<file path="src/rtl/matrix_ctrl_pkg.sv">
// rtl/matrix_ctrl_pkg.sv - shared types and constants for the MAC ALU sequencer
package matrix_ctrl_pkg;

  typedef enum logic [2:0] {
    ST_IDLE   = 3'd0,
    ST_LOAD_X = 3'd1,
    ST_RUN    = 3'd2,
    ST_DRAIN  = 3'd3,
    ST_DONE   = 3'd4
  } state_e;

  localparam int X_BYTES      = 9;
  localparam int BYTE_W       = 8;
  localparam int XREG_W       = 24;
  localparam int ALU_A_W      = 72;
  localparam int BCNT_W       = 4;
  localparam int RD_LAT       = 1;
  localparam int ALU_EN_DLY   = RD_LAT;
  localparam int RES_ADDR_DLY = RD_LAT + 1;

endpackage

</file>
<file path="src/rtl/matrix_ctrl_if.sv">
// rtl/matrix_ctrl_if.sv - X byte input, ROM/ALU control and status bundle
interface matrix_ctrl_if #(
  parameter int ADDR_W = 8
);
  logic              start;
  logic              in_valid;
  logic [7:0]        in_data;
  logic              a_re;
  logic [ADDR_W-1:0] a_addr;
  logic              alu_en;
  logic [23:0]       x_reg1;
  logic [23:0]       x_reg2;
  logic [23:0]       x_reg3;
  logic [ADDR_W-1:0] res_addr;
  logic              busy;
  logic              done;

  modport master (
    output start, in_valid, in_data,
    input  a_re, a_addr, alu_en, x_reg1, x_reg2, x_reg3, res_addr, busy, done
  );

  modport slave (
    input  start, in_valid, in_data,
    output a_re, a_addr, alu_en, x_reg1, x_reg2, x_reg3, res_addr, busy, done
  );
endinterface

</file>
<file path="src/rtl/matrix_ctrl_x_loader.sv">
// rtl/matrix_ctrl_x_loader.sv - byte counter and the three packed X registers
module matrix_ctrl_x_loader
  import matrix_ctrl_pkg::*;
(
  input  logic              clk,
  input  logic              rst,
  input  logic              clr_i,
  input  logic              load_i,
  input  logic [BYTE_W-1:0] data_i,
  output logic              last_o,
  output logic [XREG_W-1:0] x_reg1_o,
  output logic [XREG_W-1:0] x_reg2_o,
  output logic [XREG_W-1:0] x_reg3_o
);

  logic [ALU_A_W-1:0] x_q;
  logic [BCNT_W-1:0]  byte_cnt_q;

  // Byte k lands at bit 8*k of the flat vector, which splits into x_reg1..3.
  always_ff @(posedge clk or negedge rst) begin
    if (!rst) begin
      x_q        <= '0;
      byte_cnt_q <= '0;
    end else if (clr_i) begin
      x_q        <= '0;
      byte_cnt_q <= '0;
    end else if (load_i) begin
      for (int k = 0; k < X_BYTES; k++) begin
        if (byte_cnt_q == BCNT_W'(k)) x_q[k*BYTE_W +: BYTE_W] <= data_i;
      end
      byte_cnt_q <= byte_cnt_q + 1'b1;
    end
  end

  assign last_o   = load_i && (byte_cnt_q == BCNT_W'(X_BYTES - 1));
  assign x_reg1_o = x_q[0*XREG_W +: XREG_W];
  assign x_reg2_o = x_q[1*XREG_W +: XREG_W];
  assign x_reg3_o = x_q[2*XREG_W +: XREG_W];

endmodule

</file>
<file path="src/rtl/matrix_ctrl.sv">
// rtl/matrix_ctrl.sv - loads the X vector, streams A rows from ROM and tags results
module matrix_ctrl
  import matrix_ctrl_pkg::*;
#(
  parameter int ROWS   = 8,
  parameter int ADDR_W = 8
) (
  input  logic          clk,
  input  logic          rst,
  matrix_ctrl_if.slave  bus
);

  localparam logic [ADDR_W-1:0] LAST_ROW = ADDR_W'(ROWS - 1);

  state_e            state_q, state_d;
  logic [ADDR_W-1:0] row_cnt_q, row_cnt_d;
  logic              drain_cnt_q, drain_cnt_d;
  logic              busy_q, done_q;
  logic              x_clr, x_load, x_last;
  logic              a_re;
  logic [ADDR_W-1:0] a_addr;
  logic [RD_LAT-1:0] vld_q;
  logic [ADDR_W-1:0] addr_pipe_q [RES_ADDR_DLY];

  assign x_clr  = (state_q == ST_IDLE) && bus.start;
  assign x_load = (state_q == ST_LOAD_X) && bus.in_valid;
  assign a_re   = (state_q == ST_RUN);
  assign a_addr = row_cnt_q;

  matrix_ctrl_x_loader u_x_loader (
    .clk      (clk),
    .rst      (rst),
    .clr_i    (x_clr),
    .load_i   (x_load),
    .data_i   (bus.in_data),
    .last_o   (x_last),
    .x_reg1_o (bus.x_reg1),
    .x_reg2_o (bus.x_reg2),
    .x_reg3_o (bus.x_reg3)
  );

  always_comb begin
    state_d     = state_q;
    row_cnt_d   = row_cnt_q;
    drain_cnt_d = drain_cnt_q;
    case (state_q)
      ST_IDLE:   if (bus.start) state_d = ST_LOAD_X;
      ST_LOAD_X: begin
        if (x_last) begin
          state_d   = ST_RUN;
          row_cnt_d = '0;
        end
      end
      ST_RUN: begin
        row_cnt_d = row_cnt_q + 1'b1;
        if (row_cnt_q == LAST_ROW) begin
          state_d     = ST_DRAIN;
          drain_cnt_d = 1'b0;
        end
      end
      // Two cycles flush the last alu_en and the ALU's registered write.
      ST_DRAIN: begin
        drain_cnt_d = 1'b1;
        if (drain_cnt_q) state_d = ST_DONE;
      end
      ST_DONE: state_d = ST_IDLE;
      default: state_d = ST_IDLE;
    endcase
  end

  always_ff @(posedge clk or negedge rst) begin
    if (!rst) begin
      state_q     <= ST_IDLE;
      row_cnt_q   <= '0;
      drain_cnt_q <= 1'b0;
      busy_q      <= 1'b0;
      done_q      <= 1'b0;
      vld_q       <= '0;
      for (int i = 0; i < RES_ADDR_DLY; i++) addr_pipe_q[i] <= '0;
    end else begin
      state_q     <= state_d;
      row_cnt_q   <= row_cnt_d;
      drain_cnt_q <= drain_cnt_d;
      busy_q      <= (state_d != ST_IDLE);
      done_q      <= (state_q == ST_DONE);
      vld_q[0]    <= a_re;
      for (int i = 1; i < RD_LAT; i++) vld_q[i] <= vld_q[i-1];
      // Address stages only advance with a valid row, so res_addr holds between runs.
      if (a_re) addr_pipe_q[0] <= a_addr;
      for (int i = 1; i < RES_ADDR_DLY; i++) begin
        if (vld_q[i-1]) addr_pipe_q[i] <= addr_pipe_q[i-1];
      end
    end
  end

  assign bus.a_re     = a_re;
  assign bus.a_addr   = a_addr;
  assign bus.alu_en   = vld_q[ALU_EN_DLY-1];
  assign bus.res_addr = addr_pipe_q[RES_ADDR_DLY-1];
  assign bus.busy     = busy_q;
  assign bus.done     = done_q;

endmodule

</file>
<file path="src/flat_wrapper.sv">
// flat-port wrapper written by rule: the top's interface ports become plain ports
module matrix_ctrl_flat import matrix_ctrl_pkg::*;
#(
  parameter int ROWS   = 8,
  parameter int ADDR_W = 8
)
  (clk, rst, bus_start, bus_in_valid, bus_in_data, bus_a_re, bus_a_addr, bus_alu_en, bus_x_reg1, bus_x_reg2, bus_x_reg3, bus_res_addr, bus_busy, bus_done);
  matrix_ctrl_if #(.ADDR_W(ADDR_W)) bus_i ();
  input  logic clk;
  input  logic rst;
  input wire logic [$bits(bus_i.start)-1:0] bus_start;
  input wire logic [$bits(bus_i.in_valid)-1:0] bus_in_valid;
  input wire logic [$bits(bus_i.in_data)-1:0] bus_in_data;
  output wire logic [$bits(bus_i.a_re)-1:0] bus_a_re;
  output wire logic [$bits(bus_i.a_addr)-1:0] bus_a_addr;
  output wire logic [$bits(bus_i.alu_en)-1:0] bus_alu_en;
  output wire logic [$bits(bus_i.x_reg1)-1:0] bus_x_reg1;
  output wire logic [$bits(bus_i.x_reg2)-1:0] bus_x_reg2;
  output wire logic [$bits(bus_i.x_reg3)-1:0] bus_x_reg3;
  output wire logic [$bits(bus_i.res_addr)-1:0] bus_res_addr;
  output wire logic [$bits(bus_i.busy)-1:0] bus_busy;
  output wire logic [$bits(bus_i.done)-1:0] bus_done;
  assign bus_i.start = bus_start;
  assign bus_i.in_valid = bus_in_valid;
  assign bus_i.in_data = bus_in_data;
  assign bus_a_re = bus_i.a_re;
  assign bus_a_addr = bus_i.a_addr;
  assign bus_alu_en = bus_i.alu_en;
  assign bus_x_reg1 = bus_i.x_reg1;
  assign bus_x_reg2 = bus_i.x_reg2;
  assign bus_x_reg3 = bus_i.x_reg3;
  assign bus_res_addr = bus_i.res_addr;
  assign bus_busy = bus_i.busy;
  assign bus_done = bus_i.done;
  matrix_ctrl #(.ROWS(ROWS), .ADDR_W(ADDR_W)) u_core (.clk(clk), .rst(rst), .bus(bus_i));
endmodule
</file>
<file path="config.mk">
export PLATFORM = sky130hd
export DESIGN_NAME = matrix_ctrl_flat
export DESIGN_NICKNAME = d
export VERILOG_FILES = /design/src/rtl/matrix_ctrl_pkg.sv /design/src/rtl/matrix_ctrl_if.sv /design/src/rtl/matrix_ctrl_x_loader.sv /design/src/rtl/matrix_ctrl.sv /design/src/flat_wrapper.sv
export SDC_FILE = /design/constraint.sdc
export NUM_CORES = 1
export LEC_CHECK = 0
export ABC_AREA = 1
export CORE_ASPECT_RATIO = 2
export CORE_MARGIN = 2
export CORE_UTILIZATION = 50
export CTS_CLUSTER_DIAMETER = 120
export DETAILED_ROUTE_END_ITERATION = 8
export PLACE_DENSITY_LB_ADDON = 0.1
export SYNTH_ARGS = -nofsm -noshare
export SYNTH_HDL_FRONTEND = slang
export SYNTH_SLANG_ARGS = --single-unit
</file>
<file path="constraint.sdc">
create_clock -name clk -period 1.75 [get_ports clk]
set_input_delay 0.4375 -clock clk [delete_from_list [all_inputs] [get_ports clk]]
set_output_delay 0.4375 -clock clk [all_outputs]
set_load 0.05 [all_outputs]
</file>
## Word level (Yosys, flattened, before mapping)

Cells that the tools add are included.

| operators by class | value |
|---|---|
| add/sub/neg operators | 2 |
| eq/ne operators | 15 |
| multiplexer cells | 22 |
| reduce and logical (&&, ||, !) cells | 29 |

Operators with widths:

| kind | number |
|---|---|
| $mux W72 | 2 |
| $mux W8 | 10 |
| $reduce_bool A2 Y1 | 12 |
| $reduce_and A2 Y1 | 11 |
| $eq A4 B3 Y1 const B | 4 |
| $pmux W8 S2 | 1 |
| $mux W3 | 4 |
| $pmux W3 S4 | 1 |
| $add A8 B1 Y8 const B | 1 |
| $eq A4 B2 Y1 const B | 2 |
| $eq A8 B3 Y1 const B | 1 |
| $mux W4 | 2 |
| $eq A3 B2 Y1 const B | 2 |
| $add A4 B1 Y4 const B | 1 |
| $eq A4 B1 Y1 const B | 1 |
| $eq A4 B4 Y1 const B | 1 |
| $logic_not A4 Y1 | 1 |
| $ne A2 B2 Y1 const B | 2 |
| $eq A3 B1 Y1 const B | 1 |
| $eq A3 B3 Y1 const B | 1 |
| $logic_and A1 B1 Y1 | 3 |
| $logic_not A3 Y1 | 1 |
| $reduce_bool A3 Y1 | 1 |
| $pmux W1 S2 | 1 |
| $mux W1 | 1 |

| word-level totals | value |
|---|---|
| register bits after elaboration | 107 |
| input bits | 12 |
| output and inout port bits | 92 |
| word-level logic and storage cells | 86 |

## Longest topological paths before layout

| depth | value |
|---|---|
| depth in word-level cells | 6 |
| mapped depth | 8 |

## Modules after synthesis

A second synthesis with hierarchy kept.

| second synthesis, totals | value |
|---|---|
| cell total of the unflattened synthesis | 517 |
| area total of the unflattened synthesis | 4609.4 µm² |

By module, submodules not included:

| module | instances | cells an instance | area each (µm²) | seq. area each (µm²) |
|---|---|---|---|---|
| matrix_ctrl_x_loader | 1 | 371 | 3188.1 | 1901.8 |
| matrix_ctrl | 1 | 146 | 1421.4 | 775.7 |

## Least setup slack after synthesis

OpenSTA, ideal clock, no wires.

| timing | value |
|---|---|
| kind | register to register |
| start | reg u_core.state_q[0] |
| end | reg u_core.drain_cnt_q |
| library setup time | 0.129 ns |
| data arrival time | 1.710 ns |
| required time | 1.621 ns |
| setup slack | -0.088 ns |
| cell stages (with the launch flop) | 5 |
| buffers on the path | 0 |
| clock period less this slack | 1.838 ns |
| cells stage by stage | dfrtp_1 > nor3_2 > nand2_1 > nor2_1 > o21ai_0 |

| on the way | value |
|---|---|
| cells in the longest elaborated chain, start to end | 3 |

Ends and longest elaborated chain:

| element | line | RTL |
|---|---|---|
| start, declared | matrix_ctrl.sv:15 | `state_e state_q, state_d;` |
| start signal, assigned | matrix_ctrl.sv:81 | `state_q <= state_d;` |
| $eq A3 B2 Y1 (*) | n/a |  |
| net bus_a_re | flat_wrapper.sv:14 | `output wire logic [$bits(bus_i.a_re)-1:0] bus_a_re;` |
| $ne A2 B2 Y1 (no source line) or $reduce_bool A2 Y1 (tied branches) | n/a |  |
| $reduce_and A2 Y1 (no source line) | n/a |  |
| end signal, assigned | matrix_ctrl.sv:83 | `drain_cnt_q <= drain_cnt_d;` |
| end, declared | matrix_ctrl.sv:17 | `logic drain_cnt_q, drain_cnt_d;` |

Mark *: on every way through the listed nets, which the timed path passes. The rest lies on a longest branch.
A chain may end at the register's enable or synchronous reset.

## Worst setup path in the final report

| timing | value |
|---|---|
| start | reg u_core.state_q[1] |
| end | out bus_a_re |

| on the way | value |
|---|---|
| cells in the longest elaborated chain, start to end | 1 |

Ends and longest elaborated chain:

| element | line | RTL |
|---|---|---|
| $eq A3 B2 Y1 | matrix_ctrl.sv:27 | `assign a_re = (state_q == ST_RUN);` |
| end, declared | flat_wrapper.sv:14 |  |

Every way passes these cells.

==> impl_metrics.tcl <==
set metrics [dict create \
    maxCapViolations 0 \
    tightest_slew_ns 0.549 \
    crit_buf_inv 2 \
    drcViolationCount 0 \
    cp.arrival_ns 1.28 \
    critPathSlowestCell "dfrtp_1" \
    timing.reg2reg.worst_path_depth 8 \
    cts_made_buffers 9 \
    power_density_nw_per_um2 1770 \
    antenna_found_initial 0 \
    holdWs_ns 0.0279 \
    grt_use_total_pct 26.7 \
    hold_violations 0 \
    cpPeakStageDelay_ns 0.41 \
    grt_overflow 0 \
    layout.nets 672 \
    cp-start-kind "flop" \
    num_io_pins 104 \
    synth.largest_area_cell "dfrtp_1" \
    ir_drop_mv 1.18 \
    detail_route.iter0.violations 152 \
    synth_area_um2 4620 \
    seq_area_um2 2680 \
    fmax_ghz 0.582 \
    wl_per_cell_um 16.6 \
    core_region_area_um2 9010 \
    start_util_pct 51.3 \
    avgSynthCellArea_um2 8.79 \
    cts_root_buffer "clkbuf_16" \
    synth.distinct_cells 22 \
    rrSetupSlack_ns 0.19 \
    first_pass_iters 4 \
    path_depth 3 \
    setup-violations-final 0 \
    dpl_cell_area_um2 5910 \
    die_area_um2 10100 \
    cts_tree "built" \
    hold_buffers 0 \
    yosysTopAreaCellShare_pct 57.9 \
    num-fill-cells 738 \
    routed_via_density 5.31 \
    tns_ns 0 \
    cp_max_fo 3 \
    io_buffers 103 \
    power_mw 11.0 \
    hpwl_mm 9.28 \
    post-route-min-period_ns 1.72 \
    worstSetupEndpointType "primary output" \
    clock_latency_ns 0.35 \
    skew_ns 0.00845 \
    syn-num-nets 543 \
    yosys_warnings 0 \
    rsz0062_at_grt "false" \
    fin_area_um2 6220 \
    path_cells "inv_2, nor3_4, buf_12" \
    crit_type "reg -> out" \
    chipHeight_um 140 \
    fp.dieW_um 72.0 \
    vias 4046 \
    slew_headroom_pct 63.4 \
    rr_startpoint "u_core.state_q[2]" \
    fin_crit_sh_pct 98.2 \
    drive_above_1_share_pct 27.1 \
    area_growth_pct 34.6 \
    num_rows 49 \
    clk_pin_slew_ns 0.07 \
    hold_path_class "in -> async" \
    synth-seq-cells 107 \
    clock_path_buffers 2 \
    status "complete, no violations" \
    place.gp.congestion 0.936 \
    antenna_cells 0 \
    yosysSeqAreaShare_pct 57.9 \
    ys_top_cells_by_area "dfrtp_1, nand2_1, nand3_1, inv_1, mux2_2" \
    slew_viol_final 0 \
    clock-sinks 107 \
    syn_inst 526 \
    multi_input_area_um2 1720 \
    reg2reg_to "u_core.u_x_loader.x_q[7]" \
    worstPathRequired_ns 1.31 \
    first_global_vias 4060 \
    wl_mm 12.6 \
    grt_pass1_wl_mm 20.6 \
    total_leakage_power_nw 3.43 \
    crit_family "flip-flops" \
    utilization_pct 69.0 \
    htreeDepth 3 \
    grt_max_degree 39 \
    final_antenna_net_count 0 \
]
[cells in the mapped netlist]
master	n
nand2_1	197
dfrtp_1	107
nand3_1	92
inv_1	30
nor2_1	21
o21ai_0	15
nor2_2	13
buf_4	10
mux2_2	8
clkbuf_1	6
buf_2	5
ha_1	5
inv_2	3
nor2_4	3
nand2_2	2
nand4_1	2
o21ai_1	2
a21oi_1	1
nand3_2	1
nor3_2	1
o21a_1	1
xnor2_1	1
[metrics by stage]
stage	cells	setup slack, ns
finish	762	0.0323
CTS	761	0.0299
detailed placement	745	-0.227
global route	762	0.00292
floorplan	526	0.214
global placement	745	-0.166
[power by group]
group          leakage [nW]  switching, mW  internal [mW]
Clock                 0.142          0.942           1.03
Combinational          1.88           3.73           1.59
Sequential             1.41          0.526           3.17
[timing repair]
action	4_1_cts	5_1_grt
endpoints found under the hold margin	0	0
resized for setup	0	4
setup endpoints to repair	0	6
setup buffers	0	1
[layout make-up]
cell class | count | area share (%)
clock buffer | 11 | 3.90
multi-input combinational | 365 | 27.7
sequential | 107 | 43.0
clock inverter | 5 | 0.684
tap | 102 | 2.05
timing repair buffer | 139 | 20.6
inverter | 33 | 1.99
[sequential cells by signal, indices dropped and copies added, names as in the netlist]
name,flops
u_core.bus.a_addr,8
u_core.state_q,3
u_core.bus.res_addr,8
u_core.bus.busy,1
u_core.bus.done,1
u_core.u_x_loader.byte_cnt_q,4
u_core.addr_pipe_q,8
u_core.u_x_loader.x_q,72
u_core.bus.alu_en,1
u_core.drain_cnt_q,1
[worst max path at each step]
stage	start	end
2_1_floorplan	u_core.state_q[0]	u_core.drain_cnt_q
3_3_place_gp	bus_in_valid	u_core.u_x_loader.x_q[34]
3_5_place_dp	bus_in_valid	u_core.u_x_loader.x_q[32]
4_1_cts	u_core.state_q[0]	bus_a_re
5_1_grt	u_core.state_q[1]	bus_a_re
6_report	u_core.state_q[1]	bus_a_re
[routing by layer]
metal | track usage [%] | up-vias | share of wire, %
met1 | 28.9 | 1962 | 35
met3 | 5.32 | 26 | 4.8
met4 | 11.0 | 0 | 3.1
met2 | 49.2 | 131 | 57
li1 | - | 1927 | -
met5 | 0 | - | 0
[cells by family (layout without fill, tap and decap cells)]
logic type	Yosys count	count (layout)	share of synthesized area (%)
flops	107	107	57.9
compound gates	19	19	2.11
mux	8	8	1.95
xor+xnor	1	1	0.190
buf+inv	54	188	5.33
simple gates	332	332	31.1
fa+ha+maj	5	5	1.35
[placed cells by master, fill, tap and decap left out, types with 2 or more instances in the layout]
cell type          n
inv_2              4
inv_6              2
nor2_4             3
o21ai_1            2
buf_12            17
nor2_1            21
nand4_1            2
nand3_2            4
ha_1               5
inv_1             29
nand2_1          197
buf_4            112
nor2_2            13
dfrtp_1          107
nand3_1           89
o21ai_0           15
clkdlybuf4s50_1   10
mux2_2             8
clkbuf_16          9
No activity file was read; power rests on OpenSTA's default activity.
